## src/rtl/fetch_pkg.sv

```systemverilog
// Shared types and constants for the instruction fetch stage.
// Imported by fetch_wait_timer and inst_fetch.
package fetch_pkg;

  localparam int          FETCH_AW     = 32;
  localparam logic [31:0] NOP_INST_DEF = 32'h0000_0000;

  typedef enum logic [1:0] {
    IDLE,
    REQ,
    HOLD,
    ABORT
  } fetch_state_e;

endpackage

```

## src/rtl/fetch_wait_timer.sv

```systemverilog
// Bus wait-state counter for fetch reads.
// Saturating; expired once the last allowed wait cycle is reached.
module fetch_wait_timer
  import fetch_pkg::*;
#(
  parameter int TIMEOUT_CYCLES = 15
) (
  input  logic clk,
  input  logic rst,
  input  logic clear,
  input  logic enable,
  output logic expired
);

  localparam int            CW   = $clog2(TIMEOUT_CYCLES + 1);
  localparam logic [CW-1:0] LAST = CW'(TIMEOUT_CYCLES - 1);
  localparam logic [CW-1:0] MAX  = CW'(TIMEOUT_CYCLES);

  logic [CW-1:0] cnt_q;
  logic [CW-1:0] cnt_d;

  // Next count: clear wins, otherwise count up and stick at MAX.
  always_comb begin
    cnt_d = cnt_q;
    if (clear) begin
      cnt_d = '0;
    end else if (enable && (cnt_q != MAX)) begin
      cnt_d = cnt_q + CW'(1);
    end
  end

  // Count register.
  always_ff @(posedge clk) begin
    if (rst) begin
      cnt_q <= '0;
    end else begin
      cnt_q <= cnt_d;
    end
  end

  assign expired = (cnt_q >= LAST);

endmodule

```

## src/rtl/inst_fetch.sv

```systemverilog
// Fetch stage: req/ack read of instruction memory,
// holds the word for decode and stalls the PC.
module inst_fetch
  import fetch_pkg::*;
#(
  parameter int          TIMEOUT_CYCLES = 15,
  parameter logic [31:0] NOP_INST       = NOP_INST_DEF
) (
  input  logic                clk,
  input  logic                rst,
  input  logic [FETCH_AW-1:0] pc_value,
  input  logic                redirect,
  output logic                mem_req,
  output logic [FETCH_AW-1:0] mem_addr,
  input  logic                mem_ack,
  input  logic [31:0]         mem_rdata,
  output logic [31:0]         inst,
  output logic                inst_valid,
  output logic                inst_fault,
  input  logic                inst_ready,
  output logic                pc_stall
);

  fetch_state_e        state_q, state_d;
  logic                mem_req_q, mem_req_d;
  logic [FETCH_AW-1:0] mem_addr_q, mem_addr_d;
  logic [31:0]         inst_q, inst_d;
  logic                valid_q, valid_d;
  logic                fault_q, fault_d;
  logic                expired;
  logic                tmr_clear;
  logic                tmr_en;

  assign tmr_clear = (state_q == IDLE);
  assign tmr_en    = ((state_q == REQ) || (state_q == ABORT))
                     && !mem_ack;

  fetch_wait_timer #(
    .TIMEOUT_CYCLES(TIMEOUT_CYCLES)
  ) u_timer (
    .clk    (clk),
    .rst    (rst),
    .clear  (tmr_clear),
    .enable (tmr_en),
    .expired(expired)
  );

  // Next-state and next-output logic for the fetch FSM.
  always_comb begin
    state_d    = state_q;
    mem_req_d  = mem_req_q;
    mem_addr_d = mem_addr_q;
    inst_d     = inst_q;
    valid_d    = valid_q;
    fault_d    = fault_q;
    unique case (state_q)
      IDLE: begin
        if (pc_value[1:0] != 2'b00) begin
          inst_d  = NOP_INST;
          valid_d = 1'b1;
          fault_d = 1'b1;
          state_d = HOLD;
        end else begin
          mem_req_d  = 1'b1;
          mem_addr_d = pc_value;
          state_d    = REQ;
        end
      end
      REQ: begin
        if (mem_ack) begin
          mem_req_d = 1'b0;
          if (redirect) begin
            state_d = IDLE;
          end else begin
            inst_d  = mem_rdata;
            valid_d = 1'b1;
            fault_d = 1'b0;
            state_d = HOLD;
          end
        end else if (redirect) begin
          // Out of wait budget: nothing left to abort.
          if (expired) begin
            mem_req_d = 1'b0;
            state_d   = IDLE;
          end else begin
            state_d = ABORT;
          end
        end else if (expired) begin
          mem_req_d = 1'b0;
          inst_d    = NOP_INST;
          valid_d   = 1'b1;
          fault_d   = 1'b1;
          state_d   = HOLD;
        end
      end
      HOLD: begin
        if (redirect || inst_ready) begin
          inst_d  = NOP_INST;
          valid_d = 1'b0;
          fault_d = 1'b0;
          state_d = IDLE;
        end
      end
      ABORT: begin
        if (mem_ack || expired) begin
          mem_req_d = 1'b0;
          state_d   = IDLE;
        end
      end
      default: state_d = IDLE;
    endcase
  end

  // State and output registers.
  always_ff @(posedge clk) begin
    if (rst) begin
      state_q    <= IDLE;
      mem_req_q  <= 1'b0;
      mem_addr_q <= '0;
      inst_q     <= NOP_INST;
      valid_q    <= 1'b0;
      fault_q    <= 1'b0;
    end else begin
      state_q    <= state_d;
      mem_req_q  <= mem_req_d;
      mem_addr_q <= mem_addr_d;
      inst_q     <= inst_d;
      valid_q    <= valid_d;
      fault_q    <= fault_d;
    end
  end

  assign mem_req    = mem_req_q;
  assign mem_addr   = mem_addr_q;
  assign inst       = inst_q;
  assign inst_valid = valid_q;
  assign inst_fault = fault_q;
  assign pc_stall   = !((state_q == HOLD) && inst_ready);

endmodule

```

## config.mk

```make
export PLATFORM = sky130hd
export DESIGN_NAME = inst_fetch
export DESIGN_NICKNAME = d
export VERILOG_FILES = /design/src/rtl/fetch_pkg.sv /design/src/rtl/fetch_wait_timer.sv /design/src/rtl/inst_fetch.sv
export SDC_FILE = /design/constraint.sdc
export NUM_CORES = 1
export LEC_CHECK = 0
export ABC_AREA = 1
export BUFFER_PORTS_ARGS = -buffer_cell sky130_fd_sc_hd__buf_2
export CELL_PAD_IN_SITES_DETAIL_PLACEMENT = 1
export CELL_PAD_IN_SITES_GLOBAL_PLACEMENT = 2
export CORE_ASPECT_RATIO = 0.5
export CORE_MARGIN = 2
export CORE_UTILIZATION = 25
export DETAILED_ROUTE_END_ITERATION = 7
export GPL_TIMING_DRIVEN = 0
export PLACE_DENSITY = 0.86
export REMOVE_ABC_BUFFERS = 1
export SKIP_LAST_GASP = 1
export SYNTH_ARGS = -nofsm -noshare
export SYNTH_HDL_FRONTEND = slang
export SYNTH_SLANG_ARGS = --single-unit
```

## constraint.sdc

```tcl
create_clock -name clk -period 1.6 [get_ports clk]
set_input_delay 0.16 -clock clk [delete_from_list [all_inputs] [get_ports clk]]
set_output_delay 0.16 -clock clk [all_outputs]
set_load 0.1 [all_outputs]
```

==> results.yml <==
min_path:
  whs_path_depth: 2
  hold_path.class: "in -> reg"
  hp-start: "rst"
  hold_end: "inst_valid"
synth:
  synth_top_family_by_area: "simple AND/OR/NAND/NOR gates"
  async_flop_share: 0
  synth_top_area_frac: 0.458
  synth_edf_count: 0
  syn_inst: 433
  synth_cell_type_count: 20
  synth_xor_area_frac: 0.00274
  synth_adder_area_share: 0.00783
  synth_warnings: 0
  yosysTopAreaCell: "dfxtp_1"
  yosys-top-cells-area: "dfxtp_1, nor2_1, nand2_1"
  synthFlopType: "dfxtp_1"
  synth_compound_area_frac: 0.159
  syn_area_per_cell_um2: 7.38
  syn-cell-area_um2: 3190
  synth.most_common_cell: "nor2_1"
  synthMuxAreaShare: 0
  ys_seq_area_frac: 0.458
  ys_top_cells_by_count: "nor2_1, nand2_1, dfxtp_1"
  synthSimpleGateAreaFrac: 0.298
  ys_ff_latch: 73
critical_path:
  critPathMostFrequentCell: "inv_2"
  rr_startpoint: "state_q[1]"
  slowest_stage: "dfxtp_2"
  path_cells: "inv_2 > nand2_2 > inv_2 > nand3_4 > buf_12 > buf_6 > nand3_1 > nand2_1 > nor2_1"
  cp_max_fo: 13
  path_class: "reg -> reg"
  critical_path_required_ns: 1.83
  crit_arrival_ns: 1.78
  cp-end-kind: "flop"
  r2r_slack_ns: 0.05
  worstReg2RegEnd: "inst[22]"
  slowest_delay_ns: 0.40
  start_kind: "flop"
  rr_worst_depth: 9
floorplanning:
  coreArea_um2: 12600
  initial_utilization: 0.254
  die_area_um2: 13800
  num_io_pins: 137
  rows: 29
  fp.dieH_um: 83.9
  die_w_um: 164
sta:
  worst_pin_slew_ns: 0.601
  setup_viol: 0
  fmax_mhz: 645
  slew_violations: 0
  skew_ns: 0.00706
  final_hold_viol_count: 0
  timing.final.crit_share: 0.969
  rsz0062_at_grt: "true"
  hold_slack_ns: 0.0727
  finalCriticalPeriod_ns: 1.55
  slew_headroom: 0.598
pwr:
  ir_drop_v: 0.000439
  leakage_nw: 2.28
  power_density_nw_per_um2: 1330
placed_design:
  portBuffers: 136
  gp_congestion: 0.713
  dp_hpwl_um: 6400
  place_area_um2: 4010
clock_network:
  cts_max_level: 3
  cts_sinks: 73
  cts_buffers: 9
  holdBufCountCts: 0
  clkSlewWorstSetupHoldPaths_ns: 0.06
  cts-root-buf: "clkbuf_16"
  clk_path_buf_depth: 2
  cts_tree: "built"
  insertion_delay_ns: 0.33
global_routing:
  grt_max_degree: 53
  antenna_found_initial: 0
  overflow: 0
  grt_util_all_layers: 0.150
  grt_pass1_vias: 3275
  grt_pass1_wl_um: 16100
final_layout:
  synthToLayoutAreaGrowth_pct: 45.4
  fillers: 1594
  final_cell_area_um2: 4650
  layout-drive-gt1-share: 0.383
  utilization: 0.370
  antenna_cells: 0
  nNetsFinal: 646
drt:
  drc: 0
  drt_wl_total_um: 10900
  post_drt_wl_per_cell_um: 14.5
  dr.pass1.iters: 4
  antenna_left: 0
  drt_iter0_drc: 131
  viasPerCell: 4.44
  vias: 3323
job:
  max_cap_violations: 0
status:
  outcome: "finished clean"
[layer usage]
metal  vias up  track usage  share of wire
li1       1672            -              -
met1      1579        0.169           0.44
met2        63        0.278           0.51
met3         9       0.0437          0.042
met4         0       0.0335         0.0070
met5         -            0              0
[critical path, delay by kind of cell (launching register included)]
kind,cells,cell delay (ns)
buffers and inverters,4,0.55
DFF,1,0.40
and+or+nand+nor,5,0.51
[repair_timing]
action,in CTS,in global routing
resized for setup,9,6
setup buffers,3,9
cloned,4,6
pin swaps,4,2
setup endpoints to repair,67,35
[state kept, by name, indices dropped and copies added, names as in the netlist]
name           flops
u_timer.cnt_q      4
state_q            2
mem_req            1
inst_valid         1
inst              32
mem_addr          32
inst_fault         1
[final cells by class]
cell class                      count  area [µm²]  area share
Multi-Input combinational cell    316        1550       0.333
Sequential cell                    73        1470       0.316
Timing Repair Buffer              159        1070       0.231
Clock buffer                       11         233      0.0501
Tap cell                          170         213      0.0458
Inverter                           15        60.1      0.0129
Clock inverter                      4        45.0     0.00970
Timing Repair inverter              1        7.51     0.00162
[per-stage QoR]
step / TNS, ns / total power, W / setup slack (ns) / std cells
finish: 0 / 0.00620 / 0.0500 / 749
global route: -0.0803 / 0.00650 / -0.0196 / 749
CTS: -0.00405 / 0.00624 / -0.00403 / 734
detailed placement: -36.99 / 0.00417 / -0.646 / 712
floorplan: -25.58 / 0.00375 / -0.802 / 402
global placement: -70.56 / 0.00411 / -1.37 / 708
[worst max path at each step]
stage | start | to | slack (ns) | cells after the start
2_1_floorplan | u_timer.cnt_q[0] | state_q[1] | -0.80 | 8
3_3_place_gp | u_timer.cnt_q[0] | state_q[1] | -1.37 | 8
3_5_place_dp | state_q[0] | inst[27] | -0.65 | 9
4_1_cts | state_q[0] | inst[12] | -0.004 | 9
5_1_grt | state_q[1] | inst[19] | -0.02 | 9
6_report | state_q[1] | inst[22] | 0.05 | 9
[kinds of logic (layout without fill, tap and decap cells)]
logic type               count (synthesis)  count (layout)
AO/OA/AOI/OAI                           79              79
XOR/XNOR                                 1               1
adder cells (fa/ha/maj)                  2               2
buffers and inverters                   46             190
flip-flops                              73              73
AND/OR/NAND/NOR                        232             234
[placed cells by master, fill, tap and decap left out, types with 2 or more instances in the layout]
| cell type | synthesis | final |
|---|---|---|
| a21oi_1 | 11 | 10 |
| a21oi_2 | 30 | 31 |
| buf_12 | 0 | 5 |
| buf_16 | 0 | 2 |
| buf_2 | 15 | 136 |
| buf_4 | 1 | 9 |
| clkbuf_1 | 9 | 2 |
| clkbuf_16 | 0 | 14 |
| clkinv_2 | 0 | 3 |
| clkinvlp_4 | 0 | 2 |
| dfxtp_1 | 73 | 70 |
| dfxtp_2 | 0 | 2 |
| ha_1 | 2 | 2 |
| inv_1 | 13 | 11 |
| inv_2 | 2 | 3 |
| nand2_1 | 87 | 86 |
| nand2_2 | 2 | 3 |
| nand3_1 | 37 | 37 |
| nor2_1 | 100 | 100 |
| nor2_4 | 1 | 4 |
| o21ai_0 | 38 | 38 |
[report_power, final]
| group | internal, W | switching [W] | total (W) |
|---|---|---|---|
| Sequential | 0.00198 | 0.000100 | 0.00208 |
| Combinational | 0.000500 | 0.00167 | 0.00217 |
| Clock | 0.00119 | 0.000752 | 0.00194 |
| Total | 0.00367 | 0.00252 | 0.00620 |
Power figures use the tool's default switching activity.
